### src/rtl/clk_div_pkg.sv
// clk_div_pkg
// Shared definitions for the multi-channel clock divider.
//   chan_state_e : per-channel state (IDLE / RUN)
//   MIN_RATIO    : smallest ratio that actually divides; below it the channel bypasses
//   high_len()   : cycles the divided clock stays high in one period, ceil(R/2)
package clk_div_pkg;

   typedef enum logic {
      ST_IDLE = 1'b0,
      ST_RUN  = 1'b1
   } chan_state_e;

   localparam int unsigned MIN_RATIO = 2;

   // Wide enough for any ratio width this block is built with.
   localparam int unsigned FN_W = 16;

   function automatic logic [FN_W-1:0] high_len(input logic [FN_W-1:0] ratio);
      return ratio - (ratio >> 1);
   endfunction

endpackage

### src/rtl/clk_div_chan.sv
// clk_div_chan
// One divider channel: state, period timer, shadow ratio, divided level and tick.
// Ports:
//   clk_sys   in   reference clock
//   rst       in   synchronous, active-high reset
//   clk_en    in   channel enable (honoured at period boundaries)
//   div_ratio in   requested ratio (latched at period boundaries)
//   sync      in   restart pulse shared by all channels
//   div_q     out  divided clock level (meaningful while running)
//   tick_q    out  one-cycle pulse in the first cycle of each high phase
//   running   out  channel is in RUN
//
// state   | meaning
// --------+-------------------------------------------------------------
// ST_IDLE | not dividing; shadow ratio tracks div_ratio, output bypassed
// ST_RUN  | dividing; cnt_q counts down the cycles left in the period
module clk_div_chan
   import clk_div_pkg::*;
#(
   parameter int unsigned RATIO_W = 8
) (
   input  logic               clk_sys,
   input  logic               rst,
   input  logic               clk_en,
   input  logic [RATIO_W-1:0] div_ratio,
   input  logic               sync,
   output logic               div_q,
   output logic               tick_q,
   output logic               running
);

   localparam logic [RATIO_W-1:0] MIN_R = RATIO_W'(MIN_RATIO);
   localparam logic [RATIO_W-1:0] ONE   = RATIO_W'(1);

   chan_state_e        state_q, state_d;
   logic [RATIO_W-1:0] cnt_q, cnt_d;
   logic [RATIO_W-1:0] ratio_q, ratio_d;
   logic               div_d;
   logic               tick_d;

   logic               ratio_ok;
   logic [RATIO_W-1:0] cnt_next;
   logic [FN_W-1:0]    ratio_ext;
   logic [RATIO_W-1:0] low_len;

   always_comb begin
      state_d   = state_q;
      cnt_d     = cnt_q;
      ratio_d   = ratio_q;
      div_d     = div_q;
      tick_d    = 1'b0;

      ratio_ok  = (div_ratio >= MIN_R);
      cnt_next  = cnt_q - ONE;
      ratio_ext = FN_W'(ratio_q);
      // With a down-counter the output stays high while the cycles left
      // in the period are at least the low-phase length.
      low_len   = RATIO_W'(ratio_ext - high_len(ratio_ext));

      unique case (state_q)
         ST_IDLE: begin
            cnt_d   = '0;
            div_d   = 1'b0;
            ratio_d = div_ratio;
            if (clk_en && ratio_ok) begin
               state_d = ST_RUN;
               cnt_d   = div_ratio - ONE;
               div_d   = 1'b1;
               tick_d  = 1'b1;
            end
         end
         ST_RUN: begin
            if (sync || (cnt_q == '0)) begin
               // A sync that finds a bypass ratio stops the channel rather
               // than restarting it with a period it cannot produce.
               if (clk_en && ratio_ok) begin
                  cnt_d   = div_ratio - ONE;
                  ratio_d = div_ratio;
                  div_d   = 1'b1;
                  tick_d  = 1'b1;
               end else begin
                  state_d = ST_IDLE;
                  cnt_d   = '0;
                  ratio_d = div_ratio;
                  div_d   = 1'b0;
               end
            end else begin
               cnt_d = cnt_next;
               div_d = (cnt_next >= low_len);
            end
         end
         default: begin
            state_d = ST_IDLE;
         end
      endcase
   end

   always_ff @(posedge clk_sys) begin
      if (rst) begin
         state_q <= ST_IDLE;
         cnt_q   <= '0;
         ratio_q <= '0;
         div_q   <= 1'b0;
         tick_q  <= 1'b0;
      end else begin
         state_q <= state_d;
         cnt_q   <= cnt_d;
         ratio_q <= ratio_d;
         div_q   <= div_d;
         tick_q  <= tick_d;
      end
   end

   assign running = (state_q == ST_RUN);

endmodule

### src/rtl/clk_div_multi.sv
// clk_div_multi
// N_CH independent glitch-free clock dividers sharing one reference clock
// and a common phase-alignment sync.
// Ports:
//   I_ref_clk   in   reference clock
//   I_rst       in   synchronous, active-high reset
//   I_clk_en    in   per-channel enable
//   I_div_ratio in   per-channel division ratio
//   I_sync      in   one-cycle pulse restarting all running channels in phase
//   o_div_clk   out  divided clock, or I_ref_clk when the channel is not running
//   o_tick      out  one-cycle pulse at the start of each divided period
//   o_running   out  channel is dividing
module clk_div_multi
   import clk_div_pkg::*;
#(
   parameter int unsigned N_CH    = 4,
   parameter int unsigned RATIO_W = 8
) (
   input  logic                          I_ref_clk,
   input  logic                          I_rst,
   input  logic [N_CH-1:0]               I_clk_en,
   input  logic [N_CH-1:0][RATIO_W-1:0]  I_div_ratio,
   input  logic                          I_sync,
   output logic [N_CH-1:0]               o_div_clk,
   output logic [N_CH-1:0]               o_tick,
   output logic [N_CH-1:0]               o_running
);

   logic [N_CH-1:0] div_q;

   for (genvar gi = 0; gi < N_CH; gi++) begin : g_chan
      clk_div_chan #(
         .RATIO_W (RATIO_W)
      ) u_chan (
         .clk_sys   (I_ref_clk),
         .rst       (I_rst),
         .clk_en    (I_clk_en[gi]),
         .div_ratio (I_div_ratio[gi]),
         .sync      (I_sync),
         .div_q     (div_q[gi]),
         .tick_q    (o_tick[gi]),
         .running   (o_running[gi])
      );

      // Kept as a lone assign so it can be swapped for a clock-mux cell.
      assign o_div_clk[gi] = o_running[gi] ? div_q[gi] : I_ref_clk;
   end

endmodule

### config.mk
export PLATFORM = sky130hd
export DESIGN_NAME = clk_div_multi
export DESIGN_NICKNAME = d
export VERILOG_FILES = /design/src/rtl/clk_div_pkg.sv /design/src/rtl/clk_div_chan.sv /design/src/rtl/clk_div_multi.sv
export SDC_FILE = /design/constraint.sdc
export NUM_CORES = 1
export LEC_CHECK = 0
export ABC_CLOCK_PERIOD_IN_PS = 2900
export BUFFER_PORTS_ARGS = -buffer_cell sky130_fd_sc_hd__buf_2
export CAP_MARGIN = 25
export CORE_ASPECT_RATIO = 0.5
export CORE_MARGIN = 1.5
export CORE_UTILIZATION = 55
export DETAILED_ROUTE_END_ITERATION = 6
export PLACE_DENSITY = 0.89
export SETUP_SLACK_MARGIN = 0.2
export SYNTH_ARGS = -nofsm -noshare
export SYNTH_HDL_FRONTEND = slang
export SYNTH_SLANG_ARGS = --single-unit
### constraint.sdc
create_clock -name I_ref_clk -period 2.9 [get_ports I_ref_clk]
set_input_delay 0.29 -clock I_ref_clk [delete_from_list [all_inputs] [get_ports I_ref_clk]]
set_output_delay 0.29 -clock I_ref_clk [all_outputs]
set_load 0.02 [all_outputs]
==> After elaboration in Yosys (flattened, before gate mapping) <==
Cells that the tools add are included.
{ "totals": {"reg_bits": 76, "inputBits": 39, "wordCells": 116} }
{ "classes": {"add_sub_neg": 16, "n_lt_le_gt_ge": 8, "eq_ne": 4, "n_mux": 52, "bitwise_logic": 4, "n_reduce_logical": 12} }
{ "op_table": {"columns": ["cell", "n"], "rows": [
  ["$pmux 8 s2", 8],
  ["$mux 8", 12],
  ["$sub 8x1->8 const B", 8],
  ["$ge 8x2->1 const B", 4],
  ["$ge 8x8->1", 4],
  ["$logic_not 8->1", 4],
  ["$sub 8x7->8", 4],
  ["$sub 8x8->8", 4],
  ["$pmux 1 s2", 12],
  ["$mux 1", 20],
  ["$ne 2x2->1 const B", 4],
  ["$logic_and 1x1->1", 4],
  ["$logic_or 1x1->1", 4],
  ["$not 1->1", 4]
]} }

==> Logic depth before layout (Yosys ltp) <==
Gate-level depths: netlist of run 1.
{ "logic_depth": {"depth_word": 5, "depth_mapped": 14, "depth_no_buf": 14} }

==> Cells and area by module <==
A second synthesis of run 1 with hierarchy kept.
{ "hier_totals": {"cells_unflattened": 754, "hier_area_um2": 5891.9} }
{ "modules_own_cells": {"columns": ["module", "instances", "cells_per_inst", "area_per_inst_um2", "seq_area_each_um2"], "rows": [
  ["clk_div_chan (g_chan[0].u_chan ...)", 3, 187, 1460.2, 380.4],
  ["clk_div_chan (g_chan[1].u_chan)", 1, 189, 1462.7, 380.4],
  ["clk_div_multi", 1, 4, 48.8, 0.0]
]} }

==> results of run 1 <==
==> synth_stat cells (3+ instances only) <==
cell / number
nor3b_1: 4
nand2b_1: 18
nand3_1: 7
nor3_1: 17
a21boi_0: 3
mux2i_1: 22
o211ai_1: 4
or3_1: 8
o31ai_1: 8
or4_1: 14
a2bb2oi_1: 4
inv_1: 68
mux2_2: 6
nor4_1: 12
a211oi_1: 3
dfxtp_1: 76
nand2_1: 43
a2111oi_0: 3
xnor2_1: 32
ha_1: 83
a22oi_1: 17
a21o_1: 8
nand4_1: 3
buf_4: 8
clkbuf_1: 10
nor2_1: 87
o21a_1: 4
and3_1: 12
or2_2: 5
a21oi_1: 41
xor2_1: 25
o21ai_0: 15
o21ai_1: 3
==> through the flow <==
step / util (%) / setup slack [ps] / hold WS, ps / area, sq um
after global routing: 66.66 / -23.17 / 109.4 / 6853
after global placement: 60.02 / 113.1 / 454.3 / 6170
after detailed placement: 60.02 / -15.07 / 459.3 / 6170
after CTS: 65.36 / 159.0 / 74.13 / 6719
final: 66.66 / 88.29 / 105.0 / 6853
after floorplan: - / 223.2 / 395.6 / 5841
==> kinds of logic after synthesis <==
family	after synthesis	share of synthesized area, %
xor gates and xnor gates	57	8.551
buffers and inverters	91	6.858
muxes	29	5.122
adders and majority gates	83	17.79
DFF	76	26.06
AOI/OAI and AO/OA	130	15.15
and+or+nand+nor	241	20.47
==> critical path: cells and delay by family (launching register included) <==
kind                       cells  cell delay, ps
adders and majority gates      2             550
AOI/OAI and AO/OA              5             940
DFF                            1             430
buffers and inverters          1             130
and+or+nand+nor                4             620
==> repair_timing <==
action | in CTS | in global routing
pin swaps | 11 | 18
setup endpoints to repair | 3 | 4
buffers inserted | 2 | 2
gates resized for setup | 22 | 27
==> per-layer routing <==
metal  up-vias  track usage (%)  wire (um)
li1       2587                -          -
met1      2510            30.63       6010
met2       231            46.15       7066
met3        55            7.006       1080
met4         0            15.29        547
met5         -                0          0
==> power by group <==
| part | switching, mW | leakage, nW | internal, mW |
|---|---|---|---|
| Clock | 0.597 | 0.239 | 1.14 |
| Sequential | 0.0723 | 0.631 | 1.12 |
| Combinational | 0.789 | 2.28 | 0.634 |
==> sequential cells by signal (all words and copies together), names as in the netlist <==
| register | flops |
|---|---|
| g_chan.u_chan.ratio_q | 32 |
| g_chan.u_chan.cnt_q | 32 |
| g_chan.u_chan.div_q | 4 |
| g_chan.u_chan.running | 4 |
| g_chan.u_chan.tick_q | 4 |
==> worst min-delay path by stage <==
stage | slack [ps] | cells after the start | startpoint | endpoint
finish | 100 | 2 | I_div_ratio[24] | g_chan[3].u_chan.cnt_q[0]$_SDFF_PP0_
global route | 110 | 2 | I_div_ratio[24] | g_chan[3].u_chan.cnt_q[0]$_SDFF_PP0_
CTS | 70 | 2 | I_div_ratio[24] | g_chan[3].u_chan.cnt_q[0]$_SDFF_PP0_
detailed placement | 460 | 2 | g_chan[0].u_chan.ratio_q[1]$_SDFFE_PP0P_ | g_chan[0].u_chan.ratio_q[1]$_SDFFE_PP0P_
global placement | 450 | 2 | g_chan[0].u_chan.ratio_q[0]$_SDFFE_PP0P_ | g_chan[0].u_chan.ratio_q[0]$_SDFFE_PP0P_
floorplan | 400 | 1 | I_div_ratio[24] | g_chan[3].u_chan.cnt_q[0]$_SDFF_PP0_
==> area by class of cell <==
class | instances | area share (%)
clock buffer | 20 | 5.204
timing repair buffer | 56 | 4.455
multi-input combinational | 540 | 60.36
sequential | 76 | 22.27
inverter | 68 | 3.725
clock inverter | 4 | 1.424
tap | 140 | 2.556
==> reports/results.tsv, run 1 <==
metric	value	unit
vias	5383	
io_buffers	50	
max_slew_margin	41.56	%
finalClockSkew	5.567	ps
dp.cells	880	
netlist_top_cells_area	dfxtp_1 26%, ha_1 18%, nor2_1 5.6%	
multi_input_area	4136	sq um
power	4.355	mW
row_count	26	
max_freq	0.3557	GHz
ant_nets	0	
final_common_cell	nor2_1	
finalSetupViolCount	0	
die_area	11280	sq um
gp_congestion	0.8876	
synth_edf_count	0	
synthesis.nets	829	
postSynth.asyncResetShare	0	%
ioPinCount	51	
worstMarginPinSlew	874.0	ps
hold_violations	0	
area_delta_synth_final	17.38	%
power_density	635.5	nW/um^2
overflow	0	
crit-reg2reg-launch	g_chan[3].u_chan.ratio_q[2]$_SDFFE_PP0P_	
drt_drc_violations_left	0	
syn_avg_cell_area	8.258	sq um
wl_per_cell	16.27	um
yosysUniqueCellTypes	60	
grt_max_degree	36	
critPathSlowestCell	dfxtp_1	
setup_tns	0	ps
cts-hold-fix-buffers	0	
crit_start	g_chan[3].u_chan.ratio_q[2]$_SDFFE_PP0P_	
criticalPathCategory	flop to flop	
start_util	56.79	%
critPathCapture	g_chan[3].u_chan.div_q$_SDFF_PP0_	
post-route-period-util	96.96	%
nets	881	
critPathArrivalTime	3140	ps
start_kind	flop	
drtIter0Drc	380	
slowest_delay	430	ps
crit_path_end_kind	flop	
wl	14700	um
path_clk_slew	60	ps
synth_top_area_share	26.06	%
viasPerCell	5.955	
maxSlewViolCount	0	
worstPathCellList	inv_1 > ha_1 > o21a_1 > o21ai_1 > nand2b_1 > and4_1 > nor3_2 > ha_1 > a21oi_4 > nor2b_4 > a2111oi_4 > a21boi_1	
reg2reg_depth	12	
grt.total_usage	26.55	%
tritoncts	built	
rrSetupSlack	90	ps
worstPathRequired	3230	ps
dr.pass1.iters	6	
synth_ff_type	dfxtp_1	
fillerInstances	740	
hold_class	input port to flop	
fin_cells	904	
antenna_found_initial	0	
dieWidth	148.7	um
mostFrequentLayoutCells	87 x nor2_1, 73 x ha_1, 72 x dfxtp_1	
hpwl	9647	um
seq_area_frac_synth	26.06	%
reg2reg_to	g_chan[3].u_chan.div_q$_SDFF_PP0_	
grt_pass1_wl	23230	um
rsz0062_at_grt	yes	
core-area	10280	sq um
crit_top_cell	ha_1	
synth_area	5838	sq um
maxCapViolations	0	
ys_seq_elements	76	
peakVddDrop	402.0	uV
outcome	completed	
regArea	1526	sq um
antenna_cells	0	
clkLatencyLatePin	450	ps
die_y	75.85	um
grt_pass1_vias	4962	
crit_fanout	3	
finalCriticalPeriod	2812	ps
syn_inst	707	
yosysTopAreaCell	dfxtp_1	
yosys_warnings	0	
drive_gt1_share	16.88	%
p_leak	3.153	nW
Power figures use the tool's default switching activity.
==> run 2, diff against run 1 <==
--- a/config.mk
+++ b/config.mk
@@ -11,7 +11,9 @@
 export CORE_ASPECT_RATIO = 0.5
 export CORE_MARGIN = 1.5
 export CORE_UTILIZATION = 55
+export CTS_BUF_LIST = sky130_fd_sc_hd__clkbuf_8
 export DETAILED_ROUTE_END_ITERATION = 6
+export GPL_TIMING_DRIVEN = 0
 export PLACE_DENSITY = 0.89
 export SETUP_SLACK_MARGIN = 0.2
 export SYNTH_ARGS = -nofsm -noshare
==> reports/results.tsv, run 2 (synthesized netlist as in run 1, its figures left out) <==
metric	value	unit
critPathCapture	g_chan[3].u_chan.div_q$_SDFF_PP0_	
finalClockSkew	15.22	ps
nets	897	
fin_cells	920	
worstMarginPinSlew	735.4	ps
start_util	56.79	%
rsz0062_at_grt	yes	
fin_area	6729	sq um
hold_violations	0	
start_kind	flop	
multi_input_area	4101	sq um
maxCapViolations	0	
p_leak	3.111	nW
reg_top3	g_chan.u_chan.cnt_q: 32 flops, g_chan.u_chan.ratio_q: 32 flops	
io_buffers	50	
max_freq	0.3784	GHz
finalSetupViolCount	0	
placed_cell_area	6266	sq um
dieWidth	148.7	um
dp.cells	897	
whs	72.24	ps
grt.total_usage	25.58	%
outcome	completed	
finalCriticalPeriod	2643	ps
tritoncts	built	
maxSlewViolCount	0	
area_delta_synth_final	15.26	%
post-route-period-util	91.13	%
regArea	1531	sq um
crit-reg2reg-launch	g_chan[3].u_chan.ratio_q[1]$_SDFFE_PP0P_	
cts-hold-fix-buffers	0	
hpwl	10180	um
clkLatencyLatePin	470	ps
die_y	75.85	um
dr.pass1.iters	5	
grt_pass1_wl	22540	um
core-area	10280	sq um
max_slew_margin	50.80	%
power	3.703	mW
critPathArrivalTime	3000	ps
peakVddDrop	272.4	uV
power_density	550.4	nW/um^2
setup_tns	0	ps
wl_per_cell	15.20	um
reg2reg_depth	13	
wl	13990	um
grt_max_degree	14	
viasPerCell	5.734	
rrSetupSlack	260	ps
vias	5275	
worstPathRequired	3250	ps
hold_class	input port to flop	
row_count	26	
drive_gt1_share	16.79	%
crit_fanout	3	
path_clk_slew	80	ps
drtIter0Drc	387	
ant_nets	0	
fillerInstances	797	
drt_drc_violations_left	0	
mostFrequentLayoutCells	87 x nor2_1, 74 x ha_1, 70 x dfxtp_1	
criticalPathCategory	flop to flop	
overflow	0	
ioPinCount	51	
antenna_cells	0	
gp_congestion	0.9334	
crit_path_end_kind	flop	
crit_start	g_chan[3].u_chan.ratio_q[1]$_SDFFE_PP0P_	
die_area	11280	sq um
antenna_found_initial	0	
reg2reg_to	g_chan[3].u_chan.div_q$_SDFF_PP0_	
grt_pass1_vias	4979	
final_common_cell	nor2_1	
-- run 2: how the worst min path moves through the flow --
stage | start | slack, ps | cells after the start | to
2_1_floorplan | I_div_ratio[24] | 400 | 1 | g_chan[3].u_chan.cnt_q[0]$_SDFF_PP0_
3_3_place_gp | g_chan[0].u_chan.ratio_q[6]$_SDFFE_PP0P_ | 460 | 2 | g_chan[0].u_chan.ratio_q[6]$_SDFFE_PP0P_
4_1_cts | I_div_ratio[24] | 60 | 2 | g_chan[3].u_chan.cnt_q[0]$_SDFF_PP0_
3_5_place_dp | g_chan[0].u_chan.ratio_q[0]$_SDFFE_PP0P_ | 470 | 2 | g_chan[0].u_chan.ratio_q[0]$_SDFFE_PP0P_
5_1_grt | I_div_ratio[24] | 80 | 2 | g_chan[3].u_chan.cnt_q[0]$_SDFF_PP0_
6_report | I_div_ratio[24] | 70 | 2 | g_chan[3].u_chan.cnt_q[0]$_SDFF_PP0_
-- run 2: through the flow --
step / worst slack (ps) / util (%)
2_1_floorplan: 223.2 / -
3_3_place_gp: -121.1 / 60.95
3_5_place_dp: -161.5 / 60.95
4_1_cts: 170.9 / 64.41
5_1_grt: 100.3 / 65.46
6_report: 257.2 / 65.46
-- run 2: report_power, final --
part | total [mW] | leakage [nW] | switching [mW] | internal, mW
clock | 1.13 | 0.162 | 0.556 | 0.577
combinational | 1.38 | 2.32 | 0.768 | 0.615
sequential | 1.19 | 0.632 | 0.0679 | 1.12
-- run 2: layout make-up --
cell class	instances	share of cell area (%)
Clock buffer	17	2.956
Clock inverter	7	1.023
Buffer	23	2.157
Tap cell	140	2.603
Sequential cell	76	22.76
Inverter	68	3.793
Timing Repair Buffer	49	3.756
Multi-Input combinational cell	540	60.95
-- run 2: per-layer routing --
metal  GRT usage [%]  routed length, um
met4           12.54                226
met1           29.58               6070
met2           45.68               6923
met5               0                  0
met3           6.467                767
-- run 2: worst max-delay path, cell delays in order, from the launching register on --
cell	delay (ps)
dfxtp_2	340
inv_2	50
ha_4	160
inv_2	60
ha_4	190
a21o_1	170
a221o_1	330
nor3_2	110
o21bai_1	100
xnor2_1	210
ha_1	280
and3_4	170
a2111oi_4	270
a21boi_1	90
-- run 2: repair_timing --
item | in CTS | in global routing
endpoints found under the setup margin | 4 | 4
pin swaps | 12 | 19
resized for setup | 24 | 23
buffers inserted | 2 | 1
